`config.mk`:
```
export PLATFORM = sky130hd
export DESIGN_NAME = i2s_tx_serializer
export DESIGN_NICKNAME = d
export VERILOG_FILES = /design/src/rtl/i2s_tx_serializer.sv
export SDC_FILE = /design/constraint.sdc
export NUM_CORES = 1
export LEC_CHECK = 0
export CAP_MARGIN = 20
export CORE_ASPECT_RATIO = 0.8
export CORE_MARGIN = 3
export CORE_UTILIZATION = 50
export DETAILED_ROUTE_END_ITERATION = 6
export GPL_TIMING_DRIVEN = 0
export MAX_ROUTING_LAYER = met4
export PLACE_DENSITY = 0.77
export SLEW_MARGIN = 20
export SYNTH_ARGS = -nofsm -noshare
export SYNTH_HDL_FRONTEND = slang
export SYNTH_SLANG_ARGS = --single-unit
```
`constraint.sdc`:
```
create_clock -name pclk -period 7.8 [get_ports pclk]
set_input_delay 1.95 -clock pclk [delete_from_list [all_inputs] [get_ports pclk]]
set_output_delay 1.95 -clock pclk [all_outputs]
set_load 0.05 [all_outputs]
```
`src/rtl/i2s_tx_serializer.sv`:
```
// ============================================================================
//  Module   : i2s_tx_serializer
//  Purpose  : I2S master transmitter with a small sample FIFO, pclk-derived SCK.
//             Optional mono replay is built when I2S_TX_MONO_EN is defined.
//  Revision : 1.0  initial release
// ============================================================================
`default_nettype none

module i2s_tx_serializer #(
    parameter int FIFO_DEPTH = 4,
    parameter int SLOT_W     = 32
) (
    input  logic                          pclk,
    input  logic                          preset,
    input  logic [31:0]                   controls,
    input  logic [31:0]                   Tx_data,
    input  logic                          tx_push,
    output logic                          reg_wen,
    output logic                          sck,
    output logic                          ws,
    output logic                          sd,
    output logic                          tx_underrun,
    output logic [$clog2(FIFO_DEPTH):0]   fifo_level
);

    localparam int c_AW = $clog2(FIFO_DEPTH);
    localparam int c_BW = $clog2(2 * SLOT_W);
    localparam logic [c_BW-1:0] c_LAST = c_BW'(2 * SLOT_W - 1);
    localparam logic [c_BW-1:0] c_SLOT = c_BW'(SLOT_W);

    logic [31:0]     r_mem [FIFO_DEPTH];
    logic [c_AW-1:0] r_wr_ptr;
    logic [c_AW-1:0] r_rd_ptr;
    logic [c_AW:0]   r_level;

    logic [7:0]      r_div_cnt;
    logic [7:0]      r_div_n;
    logic            r_sck;
    logic            r_ws;
    logic            r_sd;
    logic            r_underrun;
    logic [c_BW-1:0] r_bit_cnt;
    logic [31:0]     r_shift;
    logic [5:0]      r_wlen;

    logic            w_en;
    logic            w_full;
    logic            w_empty;
    logic            w_push;
    logic            w_pop;
    logic            w_wrap;
    logic            w_fall;
    logic [c_BW-1:0] w_b;
    logic [c_BW-1:0] w_b_next;
    logic            w_slot;
    logic [c_BW-1:0] w_pos;
    logic            w_start;
    logic [5:0]      w_wl_new;
    logic [5:0]      w_wl;
    logic [31:0]     w_load;
    logic [31:0]     w_src;
    logic            w_active;
    logic            w_replay;
    logic            w_set_underrun;
    logic            w_unused;

`ifdef I2S_TX_MONO_EN
    logic [31:0]     r_replay;

    // Right slot of a mono frame re-sends the word captured at the left slot start.
    assign w_replay = controls[3] & w_slot;
    assign w_unused = &{1'b0, controls[31:16], controls[7:4]};
`else
    assign w_replay = 1'b0;
    assign w_unused = &{1'b0, controls[31:16], controls[7:3]};
`endif

    assign w_en     = controls[0];
    assign w_full   = (r_level == (c_AW + 1)'(FIFO_DEPTH));
    assign w_empty  = (r_level == '0);
    assign w_push   = tx_push & ~w_full;

    assign w_wrap   = w_en & (r_div_cnt >= r_div_n);
    assign w_fall   = w_wrap & r_sck;
    assign w_b      = (r_bit_cnt == c_LAST) ? '0 : r_bit_cnt + c_BW'(1);
    assign w_b_next = (w_b == c_LAST) ? '0 : w_b + c_BW'(1);
    assign w_slot   = (w_b >= c_SLOT);
    assign w_pos    = w_slot ? (w_b - c_SLOT) : w_b;
    assign w_start  = w_fall & (w_pos == '0);

    always_comb begin
        w_wl_new = 6'd32;
        case (controls[2:1])
            2'b00:   w_wl_new = 6'd16;
            2'b01:   w_wl_new = 6'd24;
            default: w_wl_new = 6'd32;
        endcase
    end

    // Right-aligned sample is left-justified so bit 31 is always the next bit out.
    assign w_load         = w_empty ? 32'd0 : (r_mem[r_rd_ptr] << (6'd32 - w_wl_new));
    assign w_pop          = w_start & ~w_empty & ~w_replay;
    assign w_set_underrun = w_start & w_empty & ~w_replay;
    assign w_wl           = w_start ? w_wl_new : r_wlen;
    assign w_active       = (32'(w_pos) < 32'(w_wl));

    always_comb begin
        w_src = r_shift;
        if (w_start) begin
`ifdef I2S_TX_MONO_EN
            w_src = w_replay ? r_replay : w_load;
`else
            w_src = w_load;
`endif
        end
    end

    always_ff @(posedge pclk) begin
        if (w_push) begin
            r_mem[r_wr_ptr] <= Tx_data;
        end
    end

    // Fullness is judged on the registered level, so a push while full is lost
    // even when a pop frees an entry in the same cycle.
    always_ff @(posedge pclk) begin
        if (preset) begin
            r_wr_ptr <= '0;
            r_rd_ptr <= '0;
            r_level  <= '0;
        end else begin
            if (w_push) begin
                r_wr_ptr <= r_wr_ptr + c_AW'(1);
            end
            if (w_pop) begin
                r_rd_ptr <= r_rd_ptr + c_AW'(1);
            end
            r_level <= r_level + (c_AW + 1)'(w_push) - (c_AW + 1)'(w_pop);
        end
    end

    always_ff @(posedge pclk) begin
        if (preset) begin
            r_div_cnt  <= '0;
            r_div_n    <= '0;
            r_sck      <= 1'b0;
            r_ws       <= 1'b0;
            r_sd       <= 1'b0;
            r_underrun <= 1'b0;
            r_bit_cnt  <= c_LAST;
            r_shift    <= '0;
            r_wlen     <= 6'd32;
        end else if (!w_en) begin
            r_div_cnt  <= '0;
            r_div_n    <= controls[15:8];
            r_sck      <= 1'b0;
            r_ws       <= 1'b0;
            r_sd       <= 1'b0;
            r_underrun <= 1'b0;
            r_bit_cnt  <= c_LAST;
        end else begin
            if (w_wrap) begin
                r_sck     <= ~r_sck;
                r_div_cnt <= '0;
                r_div_n   <= controls[15:8];
            end else begin
                r_div_cnt <= r_div_cnt + 8'd1;
            end
            if (w_fall) begin
                r_bit_cnt <= w_b;
                r_ws      <= (w_b_next >= c_SLOT);
                r_sd      <= w_active & w_src[31];
                r_shift   <= w_active ? (w_src << 1) : w_src;
                r_wlen    <= w_wl;
            end
            if (w_set_underrun) begin
                r_underrun <= 1'b1;
            end
        end
    end

`ifdef I2S_TX_MONO_EN
    always_ff @(posedge pclk) begin
        if (preset) begin
            r_replay <= '0;
        end else if (w_start && !w_slot) begin
            r_replay <= w_load;
        end
    end
`endif

    assign reg_wen     = ~w_full;
    assign fifo_level  = r_level;
    assign sck         = r_sck;
    assign ws          = r_ws;
    assign sd          = r_sd;
    assign tx_underrun = r_underrun;

endmodule

`default_nettype wire

```
==> impl_results.md <==
- Syn_nets: about 840
- MaxCap Viol Count: 0
- Area Growth Syn to Fin: 17.5%
- Largest net degree at the start of global routing: 30
- H-tree depth: 1
- Syn Std Cell Area: approximately 0.009 mm2
- Initial antenna violation count: 0
- Hold-fix buffers, CTS: 0
- Xor and xnor area share after synthesis: about 1.7%
- Synthesized flop and latch total: between 200 and 250
- Area of the multi-input gates: 0.00357 mm2
- CP Max Fanout: 10
- Status: complete, no violations
- Leading area contributor after synthesis: edfxtp_1
- Reg area: approximately 0.0053 mm2
- Final hold vios: 0
- Synth top area cells: edfxtp_1 42%, dfxtp_1 16%, mux4_2 5.4%, mux2i_1 4.8%, ha_1 3.1%
- Vias in the first global route: ~6000
- Sink Count: 201
- CTS Buffer Depth: 3
- Port buffer count: 52
- Distinct cell type count after synthesis: 58
- Simple-gate share of the synthesized area: 10.6%
- Post-Synthesis Cells: 744
- Leakage power: roughly 0.0038 uW
- Layout Nets: about 910
- Pin slew with the least headroom to its limit: roughly 0.74 ns
- Final period util: 65.2%
- Post-route core utilization: 61.0%
- DP HPWL: around 15000 um
- Critical path arrival: 5.46 ns
- Total grt overflow: 0
- Compound-gate portion of the synthesized area: 12.1%
- Initial DRT Pass Iterations: 6
- Routed Antenna Nets: 0
- Overall Power: 2790 uW
- Largest stage delay, worst path: 0.64 ns
- Layout Skew: 0.0160 ns
- Mapped Avg Cell Area: ~12 um2
- CP required: 8.17 ns
- Non-filler instance count after layout: between 1000 and 1500
- Die W: roughly 160 um
- Vias after detailed routing: 6362
- CTS tree: yes
- Hold/Removal Path Class: flop to flop
- Peak VDD IR: approximately 0.21 mV
- Inserted Clock Buffers: 21
- Clk_lat worst skew: ~0.5 ns
- Initial drt markers: 719
- Routability cong.: between 0.9 and 1
- Post-CTS Setup Bufs: 0
- Die area: 0.0200 mm2
- Worst Setup End Kind: flop
- Antenna Cells: 0
- RSZ-0062 raised after global routing: false
- Total core area: ~0.018 mm2
- Max-slew violations: 0
- Slowest cell on crit path: clkdlybuf4s50_1
- Setup violators final: 0
- Root buffer cell: clkbuf_16
- # placed instances: 1025
- Fmax: a little under 200 MHz
- Worst setup SP type: primary input
- Resize count post-CTS: 0
- Main synth FF type: edfxtp_1
- Ports: 75
- Die span in y: roughly 130 um
- GRT Total Usage: 21.6%
- Power Dens Cells: between 200 and 300 mW/mm2
- Sequential-to-total area share from yosys stat: roughly 58%
- DP Worst Slack: 2.28 ns
- Most frequent cell after synthesis: edfxtp_1
- Async set-reset flop share out of synthesis: 0%
- Tmin final: around 5.1 ns
- Share of cells above drive strength 1: roughly an eighth
- Most common library cells after synthesis: 128 x edfxtp_1, 74 x nand2_1, 73 x dfxtp_1, 63 x nor2_1, 44 x mux2i_1
- EDFF count, synth: 128
- FILL cells: 1395
- First-pass GRT wire length: roughly 33000 um
- Min setup slack post-route: 2.71 ns
- Adder-cell share of the synthesized area: 3.36%
- Initial core utilization: about half
- Mux contribution to synthesized area: between 10% and 20%
- Top cell type's share of synthesized area: a little over two fifths
- WL final: ~21000 um
- Cell Rows: 43
- Worst slew margin: approximately 50%
- Routed len/inst: around 20 um
- CP Cell Sequence: clkdlybuf4s50_1 -> clkbuf_1 -> nand2_1 -> a21boi_0 -> ha_1 -> and4_1 -> o21ai_0 -> inv_1 -> a221oi_2 -> a21boi_4 -> buf_6 -> nor3_1 -> a221o_1
- Via density: ~6
- Setup Crit Path Kind: primary input to flop
- Clock-pin transition on the worst setup and hold timing paths: 0.06 ns
- DRC viols: 0
- Synth warn: 0
- Largest family of logic cells by synthesized area: compound AO/OA/AOI/OAI gates
- Setup_tns: 0 ns
==> worst max-delay path: cells and delay by family <==
| family | cells | cell delay (ns) |
|---|---|---|
| AOI/OAI and AO/OA | 5 | 1.26 |
| adders and majority gates | 1 | 0.35 |
| buffers and inverters | 4 | 1.51 |
| and+or+nand+nor | 3 | 0.38 |
==> registers in the layout, summed over array words and instances (netlist names), 2 cells and up, named ones only <==
signal	cells
r_rd_ptr	2
r_div_n	8
r_wlen	6
r_wr_ptr	2
r_div_cnt	8
r_shift	32
r_mem	128
fifo_level	3
r_bit_cnt	6
==> per-layer routing <==
metal | share of wire, % | global-route usage, % | wire length [um]
met5 | 0 | - | 0
met4 | 2.1 | 4.64 | 444
met1 | 45 | 32.2 | 9450
met3 | 9.4 | 4.91 | 1950
met2 | 43 | 30.7 | 9010
==> layout make-up <==
cell class | count | share of cell area (%)
Buffer | 42 | 1.97
Clock buffer | 31 | 5.72
Clock inverter | 7 | 0.826
Inverter | 20 | 0.698
Multi-Input combinational cell | 481 | 33.2
Sequential cell | 201 | 49.3
Tap cell | 225 | 2.62
Timing Repair Buffer | 56 | 5.65
==> final timing paths <==
path | startpoint | end | slack (ns) | cells past startpoint
max reg2reg | r_bit_cnt[1] | r_shift[8] | 3.44 | 16
min | r_shift[0] | r_shift[0] | 0.46 | 2
max | controls[2] | r_shift[8] | 2.71 | 13
min reg2reg | r_shift[0] | r_shift[0] | 0.46 | 2
==> per-stage QoR <==
stage / cell area, um2 / hold WS (ns)
floorplan: 9160 / 0.421
global placement: 9960 / 0.434
detailed placement: 10100 / 0.446
CTS: 10800 / 0.458
global route: 10800 / 0.476
finish: 10800 / 0.456
==> cell usage in the layout (no fill, tap or decap), types with 6 or more instances in the layout <==
master           instances
clkbuf_16               21
mux2i_1                 44
edfxtp_1               128
buf_2                   16
o211ai_1                11
a22oi_1                 21
a32o_1                   7
nor2b_1                  8
xnor2_1                  8
clkbuf_1                21
and3_1                   7
o21ai_0                 15
a21oi_1                 38
mux4_2                  22
nand3_1                 17
nor2_1                  63
inv_1                   20
a32oi_1                  7
clkdlybuf4s50_1         52
a221o_1                 16
buf_4                    7
mux2_2                   7
ha_1                    23
xor2_1                  10
a22o_1                   6
nand2_1                 74
nor3_1                  19
dfxtp_1                 73
==> power breakdown <==
part	internal (uW)	switching, uW	total (uW)	leakage [uW]
logic	193	326	519	0.00164
clock network	612	389	1000	0.000347
registers	1230	35.2	1270	0.00177
==> cells by family after synthesis <==
group                      count (synthesis)
xor gates and xnor gates                  18
buffers and inverters                     62
AOI/OAI and AO/OA                        151
muxes                                     73
other                                      1
DFF                                      201
and+or+nand+nor                          214
adders and majority gates                 24
Note: power is estimated with default switching activity, not from simulation.
